### src/rtl/morse_pkg.sv
// Shared types and constants for the Morse letter sequencer and its letter queue.
// Bit-unit timing is derived from the encoder clock setting via unit_cycles().
package morse_pkg;

  localparam int LETTER_W        = 3;
  localparam int BITS_PER_LETTER = 12;

  typedef enum logic [1:0] {
    IDLE = 2'd0,
    LOAD = 2'd1,
    RUN  = 2'd2,
    GAP  = 2'd3
  } seq_state_t;

  function automatic int unit_cycles(input int freq);
    return freq / 2 + 1;
  endfunction

endpackage

### src/rtl/morse_letter_fifo.sv
// Synchronous letter queue with push/pop, full/empty/count, sync reset and flush.
// DEPTH must be a power of two so the pointers wrap naturally.
module morse_letter_fifo
  import morse_pkg::*;
#(
  parameter int DEPTH = 8,
  parameter int WIDTH = LETTER_W
) (
  input  logic                   clk,
  input  logic                   rst,
  input  logic                   flush,
  input  logic                   push,
  input  logic                   pop,
  input  logic [WIDTH-1:0]       wdata,
  output logic [WIDTH-1:0]       rdata,
  output logic                   full,
  output logic                   empty,
  output logic [$clog2(DEPTH):0] count
);

  localparam int AW = $clog2(DEPTH);
  localparam logic [AW:0] FULL_CNT = (AW+1)'(DEPTH);

  logic [WIDTH-1:0] mem_q [DEPTH];
  logic [AW-1:0]    wr_ptr_q, wr_ptr_d;
  logic [AW-1:0]    rd_ptr_q, rd_ptr_d;
  logic [AW:0]      count_q, count_d;
  logic             do_push, do_pop;

  assign full    = (count_q == FULL_CNT);
  assign empty   = (count_q == '0);
  assign count   = count_q;
  assign rdata   = mem_q[rd_ptr_q];
  // A push into a full queue is refused even when a pop frees a slot this cycle.
  assign do_push = push && !full && !flush;
  assign do_pop  = pop && !empty && !flush;

  always_comb begin
    wr_ptr_d = wr_ptr_q;
    rd_ptr_d = rd_ptr_q;
    count_d  = count_q;
    if (flush) begin
      wr_ptr_d = '0;
      rd_ptr_d = '0;
      count_d  = '0;
    end else begin
      if (do_push) wr_ptr_d = wr_ptr_q + AW'(1);
      if (do_pop)  rd_ptr_d = rd_ptr_q + AW'(1);
      case ({do_push, do_pop})
        2'b10:   count_d = count_q + (AW+1)'(1);
        2'b01:   count_d = count_q - (AW+1)'(1);
        default: count_d = count_q;
      endcase
    end
  end

  always_ff @(posedge clk) begin
    if (rst) begin
      wr_ptr_q <= '0;
      rd_ptr_q <= '0;
      count_q  <= '0;
    end else begin
      wr_ptr_q <= wr_ptr_d;
      rd_ptr_q <= rd_ptr_d;
      count_q  <= count_d;
    end
  end

  always_ff @(posedge clk) begin
    if (do_push) mem_q[wr_ptr_q] <= wdata;
  end

endmodule

### src/rtl/morse_letter_sequencer.sv
// Feeds queued letter codes to the Morse encoder one at a time with inter-letter gaps.
// Define MORSE_SEQ_WATCHDOG_EN to abandon a letter whose encoder stops pulsing.
module morse_letter_sequencer
  import morse_pkg::*;
#(
  parameter int CLOCK_FREQUENCY = 500,
  parameter int DEPTH           = 8,
  parameter int GAP_UNITS       = 3
) (
  input  logic                   ClockIn,
  input  logic                   Reset,
  input  logic [LETTER_W-1:0]    LetterIn,
  input  logic                   LetterValid,
  output logic                   LetterReady,
  input  logic                   Abort,
  input  logic                   NewBitIn,
  output logic [LETTER_W-1:0]    LetterOut,
  output logic                   StartOut,
  output logic                   EncoderResetOut,
  output logic                   Busy,
  output logic                   LetterDone,
  output logic [$clog2(DEPTH):0] QueueCount,
  output logic                   Error
);

  localparam int UNIT_CYCLES = unit_cycles(CLOCK_FREQUENCY);
  localparam int GAP_TOTAL   = GAP_UNITS * UNIT_CYCLES;
  localparam int GW          = $clog2(GAP_TOTAL) + 1;
  localparam logic [GW-1:0] GAP_LOAD  = GW'(GAP_TOTAL - 1);
  localparam logic [3:0]    BITS_LAST = 4'(BITS_PER_LETTER - 1);

  seq_state_t          state_q, state_d;
  logic [LETTER_W-1:0] letter_q, letter_d;
  logic [3:0]          bit_cnt_q, bit_cnt_d;
  logic [GW-1:0]       gap_cnt_q, gap_cnt_d;
  logic                done_q, done_d;
  logic                enc_rst_q, enc_rst_d;

  logic                fifo_push, fifo_pop;
  logic [LETTER_W-1:0] fifo_rdata;
  logic                fifo_full, fifo_empty;

`ifdef MORSE_SEQ_WATCHDOG_EN
  localparam int SW = $clog2(2 * UNIT_CYCLES) + 1;
  localparam logic [SW-1:0] STALL_LAST = SW'(2 * UNIT_CYCLES - 1);
  logic [SW-1:0] stall_q, stall_d;
  logic          err_q, err_d;
`endif

  assign LetterReady = !fifo_full && !Abort && !Reset;
  assign fifo_push   = LetterValid && LetterReady;

  morse_letter_fifo #(
    .DEPTH (DEPTH),
    .WIDTH (LETTER_W)
  ) u_fifo (
    .clk   (ClockIn),
    .rst   (Reset),
    .flush (Abort),
    .push  (fifo_push),
    .pop   (fifo_pop),
    .wdata (LetterIn),
    .rdata (fifo_rdata),
    .full  (fifo_full),
    .empty (fifo_empty),
    .count (QueueCount)
  );

  always_comb begin
    state_d   = state_q;
    letter_d  = letter_q;
    bit_cnt_d = bit_cnt_q;
    gap_cnt_d = gap_cnt_q;
    done_d    = 1'b0;
    enc_rst_d = 1'b0;
    fifo_pop  = 1'b0;
`ifdef MORSE_SEQ_WATCHDOG_EN
    stall_d   = stall_q;
    err_d     = 1'b0;
`endif
    if (Abort) begin
      state_d   = IDLE;
      bit_cnt_d = '0;
      gap_cnt_d = '0;
      enc_rst_d = 1'b1;
`ifdef MORSE_SEQ_WATCHDOG_EN
      stall_d   = '0;
`endif
    end else begin
      case (state_q)
        IDLE: begin
          if (!fifo_empty) begin
            fifo_pop = 1'b1;
            letter_d = fifo_rdata;
            state_d  = LOAD;
          end
        end
        LOAD: begin
          bit_cnt_d = '0;
          state_d   = RUN;
`ifdef MORSE_SEQ_WATCHDOG_EN
          // Entering RUN counts as the first quiet cycle since the last event.
          stall_d   = SW'(1);
`endif
        end
        RUN: begin
          if (NewBitIn) begin
`ifdef MORSE_SEQ_WATCHDOG_EN
            stall_d = SW'(1);
`endif
            if (bit_cnt_q == BITS_LAST) begin
              done_d    = 1'b1;
              gap_cnt_d = GAP_LOAD;
              state_d   = GAP;
            end else begin
              bit_cnt_d = bit_cnt_q + 4'd1;
            end
          end
`ifdef MORSE_SEQ_WATCHDOG_EN
          else if (stall_q == STALL_LAST) begin
            err_d     = 1'b1;
            enc_rst_d = 1'b1;
            bit_cnt_d = '0;
            stall_d   = '0;
            state_d   = IDLE;
          end else begin
            stall_d = stall_q + SW'(1);
          end
`endif
        end
        GAP: begin
          if (gap_cnt_q == '0) begin
            if (!fifo_empty) begin
              fifo_pop = 1'b1;
              letter_d = fifo_rdata;
              state_d  = LOAD;
            end else begin
              state_d = IDLE;
            end
          end else begin
            gap_cnt_d = gap_cnt_q - GW'(1);
          end
        end
        default: state_d = IDLE;
      endcase
    end
  end

  always_ff @(posedge ClockIn) begin
    if (Reset) begin
      state_q   <= IDLE;
      letter_q  <= '0;
      bit_cnt_q <= '0;
      gap_cnt_q <= '0;
      done_q    <= 1'b0;
      enc_rst_q <= 1'b0;
`ifdef MORSE_SEQ_WATCHDOG_EN
      stall_q   <= '0;
      err_q     <= 1'b0;
`endif
    end else begin
      state_q   <= state_d;
      letter_q  <= letter_d;
      bit_cnt_q <= bit_cnt_d;
      gap_cnt_q <= gap_cnt_d;
      done_q    <= done_d;
      enc_rst_q <= enc_rst_d;
`ifdef MORSE_SEQ_WATCHDOG_EN
      stall_q   <= stall_d;
      err_q     <= err_d;
`endif
    end
  end

  assign LetterOut       = letter_q;
  assign StartOut        = (state_q == LOAD);
  assign Busy            = (state_q != IDLE);
  assign LetterDone      = done_q;
  assign EncoderResetOut = Reset | enc_rst_q;
`ifdef MORSE_SEQ_WATCHDOG_EN
  assign Error           = err_q;
`else
  assign Error           = 1'b0;
`endif

endmodule

### config.mk
export PLATFORM = sky130hd
export DESIGN_NAME = morse_letter_sequencer
export DESIGN_NICKNAME = d
export VERILOG_FILES = /design/src/rtl/morse_pkg.sv /design/src/rtl/morse_letter_fifo.sv /design/src/rtl/morse_letter_sequencer.sv
export SDC_FILE = /design/constraint.sdc
export NUM_CORES = 1
export LEC_CHECK = 0
export BUFFER_PORTS_ARGS = -buffer_cell sky130_fd_sc_hd__buf_4
export CORE_MARGIN = 2
export CORE_UTILIZATION = 55
export DETAILED_ROUTE_END_ITERATION = 10
export HOLD_SLACK_MARGIN = 0.15
export MAX_ROUTING_LAYER = met4
export PLACE_DENSITY = 0.82
export SYNTH_ARGS = -nofsm -noshare
export SYNTH_HDL_FRONTEND = slang
export SYNTH_HIERARCHICAL = 1
export SYNTH_SLANG_ARGS = --single-unit
### constraint.sdc
create_clock -name ClockIn -period 4 [get_ports ClockIn]
set_input_delay 0.2 -clock ClockIn [delete_from_list [all_inputs] [get_ports ClockIn]]
set_output_delay 0.2 -clock ClockIn [all_outputs]
set_load 0.1 [all_outputs]
==> flow_metrics.py, run 1 <==
metrics = {
    "synth": {
        "synth_compound_area_share_pct": 10.9,
        "yosys_most_used_dff": "dfxtp_1",
        "synthSimpleGateAreaFrac_pct": 19.5,
        "synth_top_family_by_area": "simple AND/OR/NAND/NOR gates",
        "syn_inst": 258,
        "synth_top_area_share_pct": 24.8,
        "async_flop_share_pct": 0,
        "syn_area_per_cell_sq_um": 11.3,
        "synth_fa_ha_area_share_pct": 5.60,
        "ys_warn_count": 6,
        "syn-cell-area_sq_mm": 0.00290,
        "yosys_register_bits": 59,
        "synth_mux_area_share_pct": 8.92,
        "ys_seq_area_share_pct": 48.9,
        "synth_area_leaders": "edfxtp_1, dfxtp_1, ha_1",
        "synth_cell_types": 61,
        "synthXorXnorAreaFrac_pct": 2.71,
        "syn-num-nets": 279,
        "synth_top_cell_by_area": "edfxtp_1",
        "synth_edf_count": 24,
    },
    "timing": {
        "setup_slack_ns": 0.324,
        "post-route-min-period_ns": 3.68,
        "rsz0062_at_grt": "false",
        "finalClockSkew_ns": 0.00493,
        "finalHoldViolations": 0,
        "finalSetupViolations": 0,
        "fin_setup_tns_ns": 0,
        "maxSlewViolCount": 0,
        "period_share_pct": 91.9,
        "fmax_mhz": 272,
        "slew_headroom_pct": 48.3,
        "worst_slew_pin_slew_ns": 0.756,
    },
    "grt": {
        "top_usage_layer": "met2",
        "grt_max_degree": 18,
        "use_met2_pct": 31.5,
        "grtUsageTotal_pct": 20.6,
        "antenna_found_initial": 0,
        "grt_pass1_vias": 1957,
        "grt_pass1_wl_um": 9160,
        "grt_util_met1_pct": 25.2,
        "grt_overflow": 0,
        "grt_use_met3_pct": 5.65,
    },
    "layout": {
        "synthToLayoutAreaGrowth_pct": 14.0,
        "diodes": 0,
        "final_cells": 359,
        "final_common_cell": "dfxtp_1",
        "layout-drive-gt1-share_pct": 20.1,
        "fin_nets": 306,
        "final_core_util_pct": 64.8,
        "mostFrequentLayoutCells": "dfxtp_1, edfxtp_1, nor2_1",
    },
    "cts": {
        "cts.clk_slew.worst_paths_ns": 0.06,
        "postCtsSetupBuffers": 0,
        "cts_num_sinks": 59,
        "insertion_delay_ns": 0.33,
        "cts_buffers": 9,
        "cts_buffer_depth": 2,
        "cts_root_buf": "clkbuf_8",
        "cts_tree": "built",
        "hold_buffers": 4,
        "htree_levels": 3,
        "cts-resized-gates": 0,
    },
    "detailed_routing": {
        "drtAntennaViolNets": 0,
        "wire_per_inst_um": 14.8,
        "dr.pass1.iters": 4,
        "drt_iter0_markers": 124,
        "routed_via_density": 5.61,
        "vias": 2014,
        "drc_errors": 0,
        "wirelength_um": 5310,
    },
    "power_and_ir_drop": {
        "seqPwrFrac_pct": 53.4,
        "irDropWorstVdd_uv": 237,
        "switching_share_pct": 21.5,
        "powerDensity_mw_per_mm2": 355,
        "pwr-share-clk_pct": 41.9,
        "power_switching_uw": 253,
        "intPower_uw": 924,
        "pwr-share-comb_pct": 4.7,
        "p_leak_nw": 1.24,
    },
    "setup_path": {
        "end_kind": "flop",
        "critPathKind": "flop to flop",
        "worst_r2r_path_depth": 12,
        "startpoint_type": "flop",
        "cp_max_fo": 5,
        "critPathArrivalTime_ns": 3.94,
        "critical_path_required_ns": 4.26,
    },
    "placed_design": {
        "dp_slack_ns": 0.377,
        "hpwl_um": 3820,
        "portBuffers": 19,
        "place_inst": 340,
        "gp_congestion": 0.830,
    },
    "floorplan": {
        "core_area_sq_mm": 0.00511,
        "fp.dieH_um": 76.7,
        "die_x_um": 76.7,
        "io_pins": 21,
        "start_util_pct": 56.9,
        "die_area_sq_mm": 0.00588,
        "rows": 26,
    },
    "run": {
        "drv_cap": 0,
    },
    "worst_hold_path": {
        "holdCritPathClass": "primary input to flop",
        "whs_path_depth": 2,
    },
    "outcome": {
        "status": "complete, no violations",
    },
}
[critical path, cell delays in order (launching register included)]
cell and delay [ns]:
dfxtp_1 0.34, nor4_1 0.55, nand4_1 0.23, a2111oi_0 0.76, o41ai_4 0.24, nor2_1 0.20
ha_1 0.28, xor2_1 0.17, ha_1 0.16, a21oi_1 0.04, xor2_1 0.17, or3_1 0.32
a21oi_1 0.13
[worst paths after layout]
kind	startpoint	end	slack [ns]
setup reg to reg	gap_cnt_q[8]	u_fifo/count[2]	0.32
hold / removal	Abort	enc_rst_q	0.19
setup / recovery	gap_cnt_q[8]	u_fifo/count[2]	0.32
hold reg to reg	LetterOut[2]	LetterOut[2]	0.47
[stage by stage]
step / area (sq um) / total power, mW / hold WS, ns
floorplan: 2910 / 0.677 / 0.272
global placement: 3100 / 0.693 / 0.438
detailed placement: 3100 / 0.694 / 0.449
CTS: 3310 / 1.19 / 0.174
global route: 3310 / 1.22 / 0.209
finish: 3310 / 1.18 / 0.194
[kinds of logic (layout without fill, tap and decap cells)]
| group | Yosys count | after routing |
|---|---|---|
| compound gates | 42 | 42 |
| xor+xnor | 9 | 9 |
| simple gates | 97 | 97 |
| buf+inv | 19 | 50 |
| other cells | 1 | 1 |
| flops | 59 | 59 |
| mux | 18 | 18 |
| fa+ha+maj | 13 | 13 |
[sequential cells by signal, summed over array words and instances, names as in the netlist, named ones only]
name             flops
u_fifo/count         4
LetterOut            3
state_q              2
enc_rst_q            1
u_fifo/rd_ptr_q      3
bit_cnt_q            4
LetterDone           1
gap_cnt_q           11
u_fifo/wr_ptr_q      3
u_fifo/mem_q        24
[final cells by class]
type | instances | area (sq um)
Tap cell | 70 | 87.6
Sequential cell | 59 | 1420
Clock buffer | 11 | 131
Fill cell | 407 | 1800
Timing Repair Buffer | 24 | 190
Clock inverter | 4 | 42.5
Multi-Input combinational cell | 180 | 1400
Inverter | 11 | 41.3
[Yosys cell counts (all sizes together), types with 7 or more instances]
library cell / instances
a21oi: 10
dfxtp: 35
edfxtp: 24
ha: 13
inv: 11
mux2i: 9
nand2: 16
nand2b: 12
nor2: 23
o31ai: 7
or4: 7
[power by group through the flow]
stage | Clock [mW] | Combinational (mW) | Sequential, mW
after global routing | 0.532 | 0.0602 | 0.628
after detailed placement | 0 | 0.0528 | 0.642
final | 0.493 | 0.0556 | 0.629
after floorplan | 0 | 0.0334 | 0.644
after CTS | 0.507 | 0.0561 | 0.629
after global placement | 0 | 0.0517 | 0.641
[metal layers]
layer	vias up	part of all wire [%]
met2	37	49
li1	1019	-
met1	951	46
met3	7	3.4
met4	0	1.4
met5	-	0
(Power assumes the default switching activity.)
==> inputs of run 2 (changes only) <==
ABC_AREA = 1   (was not set)
clock period = 3.8 ns   (was 4 ns; I/O delays follow)
==> flow_metrics.py, run 2 <==
metrics = {
    "layout": {
        "fin_area_sq_mm": 0.00342,
        "fin_nets": 412,
        "final_common_cell": "nand2_1",
        "top_register": "u_fifo/mem_q",
        "multi_input_area_sq_mm": 0.00137,
        "fillers": 411,
        "mostFrequentLayoutCells": "nand2_1, nor2_1, dfxtp_1",
        "diodes": 0,
        "layout-drive-gt1-share_pct": 15.2,
        "top_regs": "u_fifo/mem_q (24), gap_cnt_q (11)",
        "largest_reg_flops": 24,
        "synthToLayoutAreaGrowth_pct": 14.8,
        "final_cells": 466,
        "regArea_sq_mm": 0.00142,
    },
    "floorplan": {
        "start_util_pct": 57.6,
        "die_x_um": 77.6,
        "io_pins": 21,
        "core_area_sq_mm": 0.00517,
        "fp.dieH_um": 77.6,
        "die_area_sq_mm": 0.00602,
        "rows": 26,
    },
    "detailed_routing": {
        "wl_met3_um": 254,
        "drc_errors": 0,
        "drtAntennaViolNets": 0,
        "vias": 2451,
        "top_layer_used": "met4",
        "wire_per_inst_um": 13.3,
        "dr.pass1.iters": 4,
        "routed_via_density": 5.26,
        "wirelength_um": 6210,
        "drt_iter0_markers": 113,
        "wl_met1_um": 2960,
        "wl_met2_um": 2920,
    },
    "grt": {
        "grt_overflow": 0,
        "antenna_found_initial": 0,
        "grt_pass1_vias": 2320,
        "grt_max_degree": 18,
        "grt_pass1_wl_um": 10200,
        "grtUsageTotal_pct": 22.5,
    },
    "cts": {
        "cts_num_sinks": 59,
        "postCtsSetupBuffers": 0,
        "cts_tree": "built",
        "insertion_delay_ns": 0.33,
        "cts-resized-gates": 0,
        "cts_buffer_depth": 2,
        "cts_root_buf": "clkbuf_8",
        "cts.clk_slew.worst_paths_ns": 0.07,
        "cts_buffers": 9,
        "htree_levels": 3,
        "hold_buffers": 5,
    },
    "setup_path": {
        "critPathArrivalTime_ns": 3.03,
        "end_kind": "flop",
        "startpoint_type": "flop",
        "critical_path_required_ns": 4.03,
        "critPathKind": "flop to flop",
        "cp_max_fo": 6,
    },
    "power_and_ir_drop": {
        "powerDensity_mw_per_mm2": 384,
        "intPower_uw": 988,
        "p_leak_nw": 1.40,
        "seqPwrFrac_pct": 50.5,
        "switching_share_pct": 24.7,
        "pwr-share-clk_pct": 43.6,
        "pwr-share-comb_pct": 5.9,
        "irDropWorstVdd_uv": 341,
        "power_switching_uw": 325,
    },
    "timing": {
        "fin_setup_tns_ns": 0,
        "period_share_pct": 73.6,
        "setup_slack_ns": 1.00,
        "rsz0062_at_grt": "false",
        "finalSetupViolations": 0,
        "post-route-min-period_ns": 2.80,
        "finalClockSkew_ns": 0.00741,
        "maxSlewViolCount": 0,
        "finalHoldViolations": 0,
        "fmax_mhz": 357,
    },
    "synth": {
        "ys_warn_count": 6,
        "synth_top_cell_by_area": "edfxtp_1",
        "syn-cell-area_sq_mm": 0.00298,
        "yosys_register_bits": 59,
        "synth_cell_types": 37,
        "yosys-top-cells-count": "nand2_1, nor2_1, dfxtp_1",
        "async_flop_share_pct": 0,
        "syn-num-nets": 383,
        "synth_area_leaders": "edfxtp_1, dfxtp_1, nand2_1",
        "synth_top_area_share_pct": 24.2,
        "ys_seq_area_share_pct": 47.7,
        "yosys_most_used_dff": "dfxtp_1",
        "synth_edf_count": 24,
        "yosysMostFrequentCell": "nand2_1",
        "syn_area_per_cell_sq_um": 8.23,
        "syn_inst": 362,
    },
    "placed_design": {
        "place_inst": 445,
        "gp_congestion": 0.870,
        "hpwl_um": 4200,
        "place_area_sq_mm": 0.00317,
        "dp_slack_ns": 1.07,
        "portBuffers": 19,
    },
    "run": {
        "drv_cap": 0,
    },
    "worst_hold_path": {
        "holdCritPathClass": "primary input to flop",
    },
    "outcome": {
        "status": "complete, no violations",
    },
}
## run 2: cell count changes after synthesis, sizes merged, moves of 7 or more
| cell | delta |
|---|---|
| nand2 | +64 |
| nor2 | +32 |
| inv | +26 |
| nand3 | +26 |
| a21oi | +22 |
| o21ai | +21 |
| nand2b | -12 |
| o31ai | -7 |
| or4 | -7 |
## run 2: logic make-up after synthesis
logic type,after synthesis,share of synthesized area [%]
and+or+nand+nor,172,25.7
AOI/OAI and AO/OA,62,11.6
DFF,59,47.7
buffers and inverters,45,6.39
adders and majority gates,13,5.46
xor gates and xnor gates,7,2.06
muxes,3,1.01
other,1,0.126
## run 2: per-stage QoR
step / hold WS (ns) / power (mW) / util (%)
2_1_floorplan: 0.259 / 0.727 / -
3_3_place_gp: 0.410 / 0.748 / 61.2
3_5_place_dp: 0.413 / 0.750 / 61.2
4_1_cts: 0.159 / 1.32 / 66.1
5_1_grt: 0.183 / 1.35 / 66.1
6_report: 0.177 / 1.31 / 66.1
## run 2: per-layer routing
metal,vias to the layer above,global-route usage (%)
met1,1135,27.2
met3,7,5.12
li1,1250,-
met5,-,-
met4,0,11.6
met2,59,35.2
## run 2: power by group through the flow
stage	sequential [mW]	combinational (mW)	clock (mW)
3_5_place_dp	0.677	0.0721	0
6_report	0.663	0.0772	0.573
5_1_grt	0.663	0.0822	0.602
2_1_floorplan	0.684	0.0428	0
3_3_place_gp	0.677	0.0709	0
4_1_cts	0.663	0.0768	0.580
## run 2: worst paths after layout
kind / end / depth (start not counted) / slack (ns) / from
setup / recovery: u_fifo/count[2] / 19 / 1.00 / gap_cnt_q[0]
hold / removal: enc_rst_q / 3 / 0.18 / Abort
setup reg to reg: u_fifo/count[2] / 19 / 1.00 / gap_cnt_q[0]
hold reg to reg: LetterOut[0] / 2 / 0.46 / LetterOut[0]
## run 2: area by class of cell
class / count / share of cell area (%)
sequential: 59 / 41.6
multi-input combinational: 258 / 40.0
timing repair buffer: 25 / 5.85
inverter: 38 / 4.17
clock buffer: 9 / 3.62
tap: 70 / 2.56
clock inverter: 7 / 2.27
## run 2: worst max-delay path, cell delays in order, from the launching register on
cell and delay [ns]:
dfxtp_1 0.34, inv_1 0.16, ha_1 0.17, inv_1 0.03
nor2_1 0.10, nand3_2 0.08, nor2_1 0.09, nand2_1 0.08
a211oi_1 0.30, nand2_2 0.16, nor2_4 0.15, ha_1 0.23
nand2_1 0.07, inv_1 0.08, nor2_2 0.04, ha_1 0.17
a21oi_1 0.14, xnor2_1 0.08, o21ai_0 0.15, inv_1 0.05
